**config.mk**
```make
export PLATFORM = sky130hd
export DESIGN_NAME = if_fetch_stage
export DESIGN_NICKNAME = d
export VERILOG_FILES = /design/src/rtl/if_fetch_stage_pkg.sv /design/src/rtl/if_fetch_stage_if_id_reg.sv /design/src/rtl/if_fetch_stage.sv
export SDC_FILE = /design/constraint.sdc
export NUM_CORES = 1
export LEC_CHECK = 0
export CAP_MARGIN = 20
export CELL_PAD_IN_SITES_DETAIL_PLACEMENT = 1
export CELL_PAD_IN_SITES_GLOBAL_PLACEMENT = 1
export CORE_AREA = 2 2 140 142
export CTS_CLUSTER_SIZE = 8
export DETAILED_ROUTE_END_ITERATION = 6
export DIE_AREA = 0 0 142 144
export GPL_TIMING_DRIVEN = 0
export PLACE_DENSITY = 0.92
export SLEW_MARGIN = 10
export SYNTH_ARGS = -nofsm -noshare
export SYNTH_HDL_FRONTEND = slang
export SYNTH_SLANG_ARGS = --single-unit
```
**constraint.sdc**
```tcl
create_clock -name clk_i -period 10.72 [get_ports clk_i]
set_clock_uncertainty 0.05 [all_clocks]
set_input_delay 2.144 -clock clk_i [delete_from_list [all_inputs] [get_ports clk_i]]
set_output_delay 2.144 -clock clk_i [all_outputs]
set_load 0.03 [all_outputs]
```
**src/rtl/if_fetch_stage_pkg.sv**
```systemverilog
// Shared pipeline definitions for the IF stage: widths, reset/bubble constants,
// fetch FSM encoding and the IF/ID payload layout.
package if_fetch_stage_pkg;

    localparam int unsigned XLEN = 32;

    localparam logic [XLEN-1:0] RESET_PC_DEFAULT  = 32'h0000_0000;
    localparam logic [XLEN-1:0] NOP_INSTR_DEFAULT = 32'h0000_0000;

    typedef enum logic [1:0] {
        S_FETCH   = 2'd0,
        S_BUF     = 2'd1,
        S_DISCARD = 2'd2
    } fetch_state_e;

    typedef struct packed {
        logic [XLEN-1:0] instr;
        logic [XLEN-1:0] pc4;
        logic            valid;
    } if_id_t;

    function automatic logic [XLEN-1:0] pc_plus4(input logic [XLEN-1:0] pc);
        return pc + XLEN'(4);
    endfunction

endpackage

```
**src/rtl/if_fetch_stage_if_id_reg.sv**
```systemverilog
// IF/ID pipeline register: hold keeps contents, flush loads a bubble,
// otherwise the incoming instruction is captured as valid.
module if_fetch_stage_if_id_reg
    import if_fetch_stage_pkg::*;
#(
    parameter logic [XLEN-1:0] NOP_INSTR = NOP_INSTR_DEFAULT
) (
    input  logic            clk_i,
    input  logic            rst_i,
    input  logic            hold_i,
    input  logic            flush_i,
    input  logic [XLEN-1:0] instr_i,
    input  logic [XLEN-1:0] pc4_i,
    output logic [XLEN-1:0] instr_o,
    output logic [XLEN-1:0] pc4_o,
    output logic            valid_o
);

    if_id_t if_id_q;

    always_ff @(posedge clk_i or posedge rst_i) begin
        if (rst_i) begin
            if_id_q <= '{instr: NOP_INSTR, pc4: '0, valid: 1'b0};
        end else if (hold_i) begin
            if_id_q <= if_id_q;
        end else if (flush_i) begin
            if_id_q <= '{instr: NOP_INSTR, pc4: '0, valid: 1'b0};
        end else begin
            if_id_q <= '{instr: instr_i, pc4: pc4_i, valid: 1'b1};
        end
    end

    assign instr_o = if_id_q.instr;
    assign pc4_o   = if_id_q.pc4;
    assign valid_o = if_id_q.valid;

endmodule

```
**src/rtl/if_fetch_stage.sv**
```systemverilog
// MIPS IF stage: PC, instruction-memory request handshake, stall buffering,
// branch/jump redirect (including redirect while a fetch is outstanding) and IF/ID.
module if_fetch_stage
    import if_fetch_stage_pkg::*;
#(
    parameter logic [XLEN-1:0] RESET_PC  = RESET_PC_DEFAULT,
    parameter logic [XLEN-1:0] NOP_INSTR = NOP_INSTR_DEFAULT
) (
    input  logic            clk_i,
    input  logic            rst_i,
    input  logic            pc_stall_i,
    input  logic            stall_hold_i,
    input  logic            redirect_i,
    input  logic [XLEN-1:0] redirect_pc_i,
    output logic            imem_req_o,
    output logic [XLEN-1:0] imem_addr_o,
    input  logic            imem_ready_i,
    input  logic [XLEN-1:0] imem_data_i,
    output logic [XLEN-1:0] pc_o,
    output logic [XLEN-1:0] if_id_instr_o,
    output logic [XLEN-1:0] if_id_pc4_o,
    output logic            if_id_valid_o
);

    fetch_state_e    state_q, state_d;
    logic [XLEN-1:0] pc_q;
    logic [XLEN-1:0] pend_q;
    logic [XLEN-1:0] buf_q;

    logic stall;
    logic ifid_flush;
    logic ifid_src_buf;
    logic pc_adv;
    logic pc_redir;
    logic pc_pend;
    logic buf_we;
    logic pend_we;

    assign stall = pc_stall_i | stall_hold_i;

    always_ff @(posedge clk_i or posedge rst_i) begin
        if (rst_i) begin
            state_q <= S_FETCH;
        end else begin
            state_q <= state_d;
        end
    end

    always_comb begin
        state_d = state_q;
        unique case (state_q)
            S_FETCH: begin
                if (stall && imem_ready_i) begin
                    state_d = S_BUF;
                end else if (!stall && redirect_i && !imem_ready_i) begin
                    state_d = S_DISCARD;
                end
            end
            S_BUF: begin
                if (!stall) begin
                    state_d = S_FETCH;
                end
            end
            S_DISCARD: begin
                if (imem_ready_i) begin
                    state_d = S_FETCH;
                end
            end
            default: state_d = S_FETCH;
        endcase
    end

    // Datapath controls; a stalled cycle never redirects, the request in flight still completes.
    always_comb begin
        ifid_flush   = 1'b1;
        ifid_src_buf = 1'b0;
        pc_adv       = 1'b0;
        pc_redir     = 1'b0;
        pc_pend      = 1'b0;
        buf_we       = 1'b0;
        pend_we      = 1'b0;
        unique case (state_q)
            S_FETCH: begin
                if (stall) begin
                    buf_we = imem_ready_i;
                end else if (redirect_i) begin
                    pc_redir = imem_ready_i;
                    pend_we  = !imem_ready_i;
                end else if (imem_ready_i) begin
                    ifid_flush = 1'b0;
                    pc_adv     = 1'b1;
                end
            end
            S_BUF: begin
                if (!stall) begin
                    if (redirect_i) begin
                        pc_redir = 1'b1;
                    end else begin
                        ifid_flush   = 1'b0;
                        ifid_src_buf = 1'b1;
                        pc_adv       = 1'b1;
                    end
                end
            end
            S_DISCARD: begin
                pend_we = !stall && redirect_i;
                if (imem_ready_i) begin
                    pc_redir = !stall && redirect_i;
                    pc_pend  = !(!stall && redirect_i);
                end
            end
            default: ;
        endcase
    end

    always_ff @(posedge clk_i or posedge rst_i) begin
        if (rst_i) begin
            pc_q   <= RESET_PC;
            pend_q <= '0;
            buf_q  <= '0;
        end else begin
            if (pc_redir) begin
                pc_q <= redirect_pc_i;
            end else if (pc_pend) begin
                pc_q <= pend_q;
            end else if (pc_adv) begin
                pc_q <= pc_plus4(pc_q);
            end
            if (pend_we) begin
                pend_q <= redirect_pc_i;
            end
            if (buf_we) begin
                buf_q <= imem_data_i;
            end
        end
    end

    // Request drops immediately on reset so an abandoned fetch never lingers.
    assign imem_req_o  = !rst_i && (state_q != S_BUF);
    assign imem_addr_o = pc_q;
    assign pc_o        = pc_q;

    if_fetch_stage_if_id_reg #(
        .NOP_INSTR (NOP_INSTR)
    ) u_if_id_reg (
        .clk_i   (clk_i),
        .rst_i   (rst_i),
        .hold_i  (stall),
        .flush_i (ifid_flush),
        .instr_i (ifid_src_buf ? buf_q : imem_data_i),
        .pc4_i   (pc_plus4(pc_q)),
        .instr_o (if_id_instr_o),
        .pc4_o   (if_id_pc4_o),
        .valid_o (if_id_valid_o)
    );

endmodule

```
==> Flow_metrics.wiki <==
{| class="wikitable"
! Metric !! Value
|-
| Total Neg Setup Slack || 0 ns
|-
| Synthesized area || 0.00769 sq mm
|-
| Longest Clk Path Bufs || 2
|-
| Finished layout cell area || 0.0106 sq mm
|-
| Unrepaired setup endpoints after global routing || false
|-
| Top-area cell type share of the netlist area || 53.1%
|-
| Clock-pin slew on the worst setup and hold paths || 0.07 ns
|-
| CTS hold repair buffers || 0
|-
| Register cell area after layout || 0.00408 sq mm
|-
| Total DRC errors in the routed layout || 0
|-
| Core area || 0.0191 sq mm
|-
| Starting utilization of the core area || 40.3%
|-
| Largest fanout on the critical path || 2
|-
| Start point of the critical path || rst_i
|-
| Element type at the critical path end || output pin
|-
| Non-filler instance count after layout || 1162
|-
| Synthesized Nets || 762
|-
| Pin count of the biggest net entering global routing || 96
|-
| Flops & latches, synth || 163
|-
| Worst setup path endpoint || imem_req_o
|-
| Number of standard cells after synthesis || 691
|-
| Sequential cell area fraction in the yosys report || 53.1%
|-
| Placed cell count || 1129
|-
| Period minus WS final || 5.68 ns
|-
| Die width || 142 microns
|-
| Cell taking the most area after synthesis || dfrtp_1
|-
| Final routed wire length divided by cell count || 23.2 microns
|-
| Type of origin of the critical path || input port
|-
| Placed wire-length estimate || 18500 microns
|-
| Number of nets in the layout || 981
|-
| Leak || 4.55 nW
|-
| RR Startpoint || imem_addr_o[2]
|-
| Total of endpoints with negative setup slack in the final report || 0
|-
| Critical Path RT || 8.53 ns
|-
| Vias || 6787
|-
| Mean post-synth cell area || 11.1 sq um
|-
| Clock tree from TritonCTS || yes
|-
| Post-route clock period utilization || 53.0%
|-
| Placed Area || 0.0100 sq mm
|-
| Standard cell with the maximum stage delay on the critical path || clkdlybuf4s50_1
|-
| Final Hold Violating Endpoints || 0
|-
| Count of flip-flops with a built-in enable after synthesis || 0
|-
| Maximum level of the CTS H-tree || 4
|-
| Most common cell after layout, fill and taps aside || clkdlybuf4s50_1
|-
| Port Buffers || 199
|-
| Most used cell, CP || clkdlybuf4s50_1
|-
| Reported max-cap violation count || 0
|-
| Class of the tightest hold or removal check || reg -> reg
|-
| Worst rel slew slack || 24.2%
|-
| Max stage delay on crit path || 0.69 ns
|-
| Power Density || 234 mW/mm^2
|-
| Warning count from the yosys run || 0
|-
| Detailed Routing Iterations Pass 1 || 6
|-
| Total routing resource utilization after global routing || 26.3%
|-
| Reg-to-reg setup timing slack || 7.97 ns
|-
| Number of nets with antenna violations after detailed routing || 0
|-
| Die Area || 0.0204 sq mm
|-
| Critical path arrival || 3.49 ns
|-
| Fill cell total of the finished layout || 2050
|-
| Overall power || 2.49 mW
|-
| Logic depth of the worst register-to-register path || 6
|-
| Number of global-route vias before repair || 7374
|-
| Setup repair bufs after CTS || 0
|-
| FF-to-FF End || imem_addr_o[22]
|-
| Post-synth top flop || dfrtp_1
|-
| Maximum operating frequency || 0.176 GHz
|-
| Final Worst Setup Slack || 5.04 ns
|-
| Sequence of cells on the critical path || clkdlybuf4s50_1 > nor2_1 > clkdlybuf4s50_1
|-
| Fraction of the core area covered by cells at the end of the flow || 55.6%
|-
| Clk Tree Root Cell || clkbuf_16
|-
| Initial antenna violation count || 1
|-
| Layout area overhead || 38.1%
|-
| Sum of overflow across all layers after global routing || 0
|-
| Share of synthesized registers carrying an async set or reset || 100%
|-
| Gpl congestion || 0.809
|-
| Iter 0 DRT Violations || 427
|-
| Wire length of the first global-routing pass || 40800 microns
|-
| Slew @ Worst Pin || 1.13 ns
|-
| Commonest cells after routing, fill and taps aside || clkdlybuf4s50_1 (199), dfrtp_1 (163), nand2_1 (110)
|-
| Final number of max-transition violations || 0
|-
| Number of unique standard cell types used by synthesis || 63
|-
| Row Count || 51
|-
| Boundary Pins || 200
|-
| Clock buffers created by TritonCTS || 17
|-
| Fin Hold WS || 0.423 ns
|-
| Multi-input logic area || 0.00315 sq mm
|-
| Crit path kind || in -> out
|-
| Setup slack after placement || 5.03 ns
|-
| Wirelength, routed || 27000 microns
|-
| Resized Gates After CTS || 0
|-
| Clock latency at the later pin of the worst-skew pair || 0.45 ns
|-
| Run status || completed
|-
| Ranking of synthesized cells by area || dfrtp_1 (53%), mux2_2 (9.2%), nand2_1 (5.4%)
|-
| Height of the chip || 144 microns
|-
| Layout cell share with drive strength beyond 1 || 18.2%
|-
| TritonCTS sink count || 163
|-
| Vias per Instance || 5.84
|-
| Largest vdd supply drop || 0.133 mV
|}
-- area by class of cell --
type                            instances  area share, %
Timing Repair Buffer                  200           19.0
Inverter                                3          0.177
Buffer                                 77           4.16
Multi-Input combinational cell        448           29.7
Clock inverter                         15           1.63
Antenna cell                            1         0.0236
Tap cell                              238           2.81
Clock buffer                           17           4.01
Sequential cell                       163           38.4
-- state kept, by name (all words and copies together), names as in the netlist --
signal,flops
buf_q,32
u_if_id_reg.instr_o,32
state_q,2
u_if_id_reg.pc4_o,32
imem_addr_o,32
u_if_id_reg.valid_o,1
pend_q,32
-- critical path: cells and delay by family --
| family | cells | cell delay [ns] |
|---|---|---|
| buffers and inverters | 2 | 1.20 |
| and+or+nand+nor | 1 | 0.15 |
-- kinds of logic (layout without fill, tap and decap cells) --
logic type,count (synthesis),count (layout),synth area share (%)
DFF,163,163,53.1
muxes,69,69,10.0
and+or+nand+nor,205,205,13.8
adders and majority gates,1,1,0.163
buffers and inverters,80,312,5.89
xor gates and xnor gates,28,28,3.19
other,0,1,0
AOI/OAI and AO/OA,145,145,13.8
-- how the worst min path moves through the flow --
stage	cells after the start	endpoint	slack, ns	startpoint
5_1_grt	2	u_if_id_reg.instr_o[26]	0.44	u_if_id_reg.instr_o[26]
6_report	2	u_if_id_reg.instr_o[12]	0.42	u_if_id_reg.instr_o[12]
2_1_floorplan	1	pend_q[27]	0.41	pend_q[27]
3_3_place_gp	2	u_if_id_reg.instr_o[26]	0.41	u_if_id_reg.instr_o[26]
4_1_cts	2	u_if_id_reg.instr_o[12]	0.43	u_if_id_reg.instr_o[12]
3_5_place_dp	2	u_if_id_reg.instr_o[12]	0.41	u_if_id_reg.instr_o[12]
-- layer usage --
metal / track usage (%) / share of wire (%) / routed length, microns / vias to the layer above
met1: 31.5 / 39 / 10600 / 3458
met4: 13.4 / 4.1 / 1090 / 0
met2: 44.5 / 50 / 13500 / 322
met5: 0 / 0 / 0 / -
met3: 6.26 / 6.7 / 1800 / 79
li1: - / - / - / 2928
-- report_power, final --
| group | total [mW] | switching, mW | internal (mW) |
|---|---|---|---|
| logic | 0.934 | 0.516 | 0.418 |
| clock network | 0.627 | 0.278 | 0.349 |
| registers | 0.926 | 0.160 | 0.767 |
| total | 2.49 | 0.953 | 1.53 |
-- synthesized netlist by cell type (3+ instances only) --
| cell | count |
|---|---|
| o22a_1 | 5 |
| nor2_1 | 28 |
| nor3b_1 | 3 |
| nand2_1 | 110 |
| o21ai_0 | 31 |
| and3_1 | 10 |
| xor2_1 | 13 |
| o22ai_1 | 10 |
| a22oi_1 | 4 |
| xnor2_1 | 15 |
| nor2b_1 | 3 |
| nor3_1 | 6 |
| buf_2 | 18 |
| a211oi_1 | 5 |
| nand4_1 | 7 |
| buf_4 | 32 |
| o221ai_1 | 32 |
| dfrtp_1 | 163 |
| a221o_1 | 7 |
| mux2_2 | 63 |
| o21a_1 | 3 |
| o21ai_1 | 6 |
| nand3_1 | 12 |
| clkbuf_1 | 23 |
| mux2i_1 | 4 |
| a21oi_1 | 8 |
| a22o_1 | 9 |
| nor4_4 | 4 |
| a222oi_1 | 6 |
| a31oi_1 | 4 |
| inv_1 | 3 |
No activity file was read; power rests on OpenSTA's default activity.
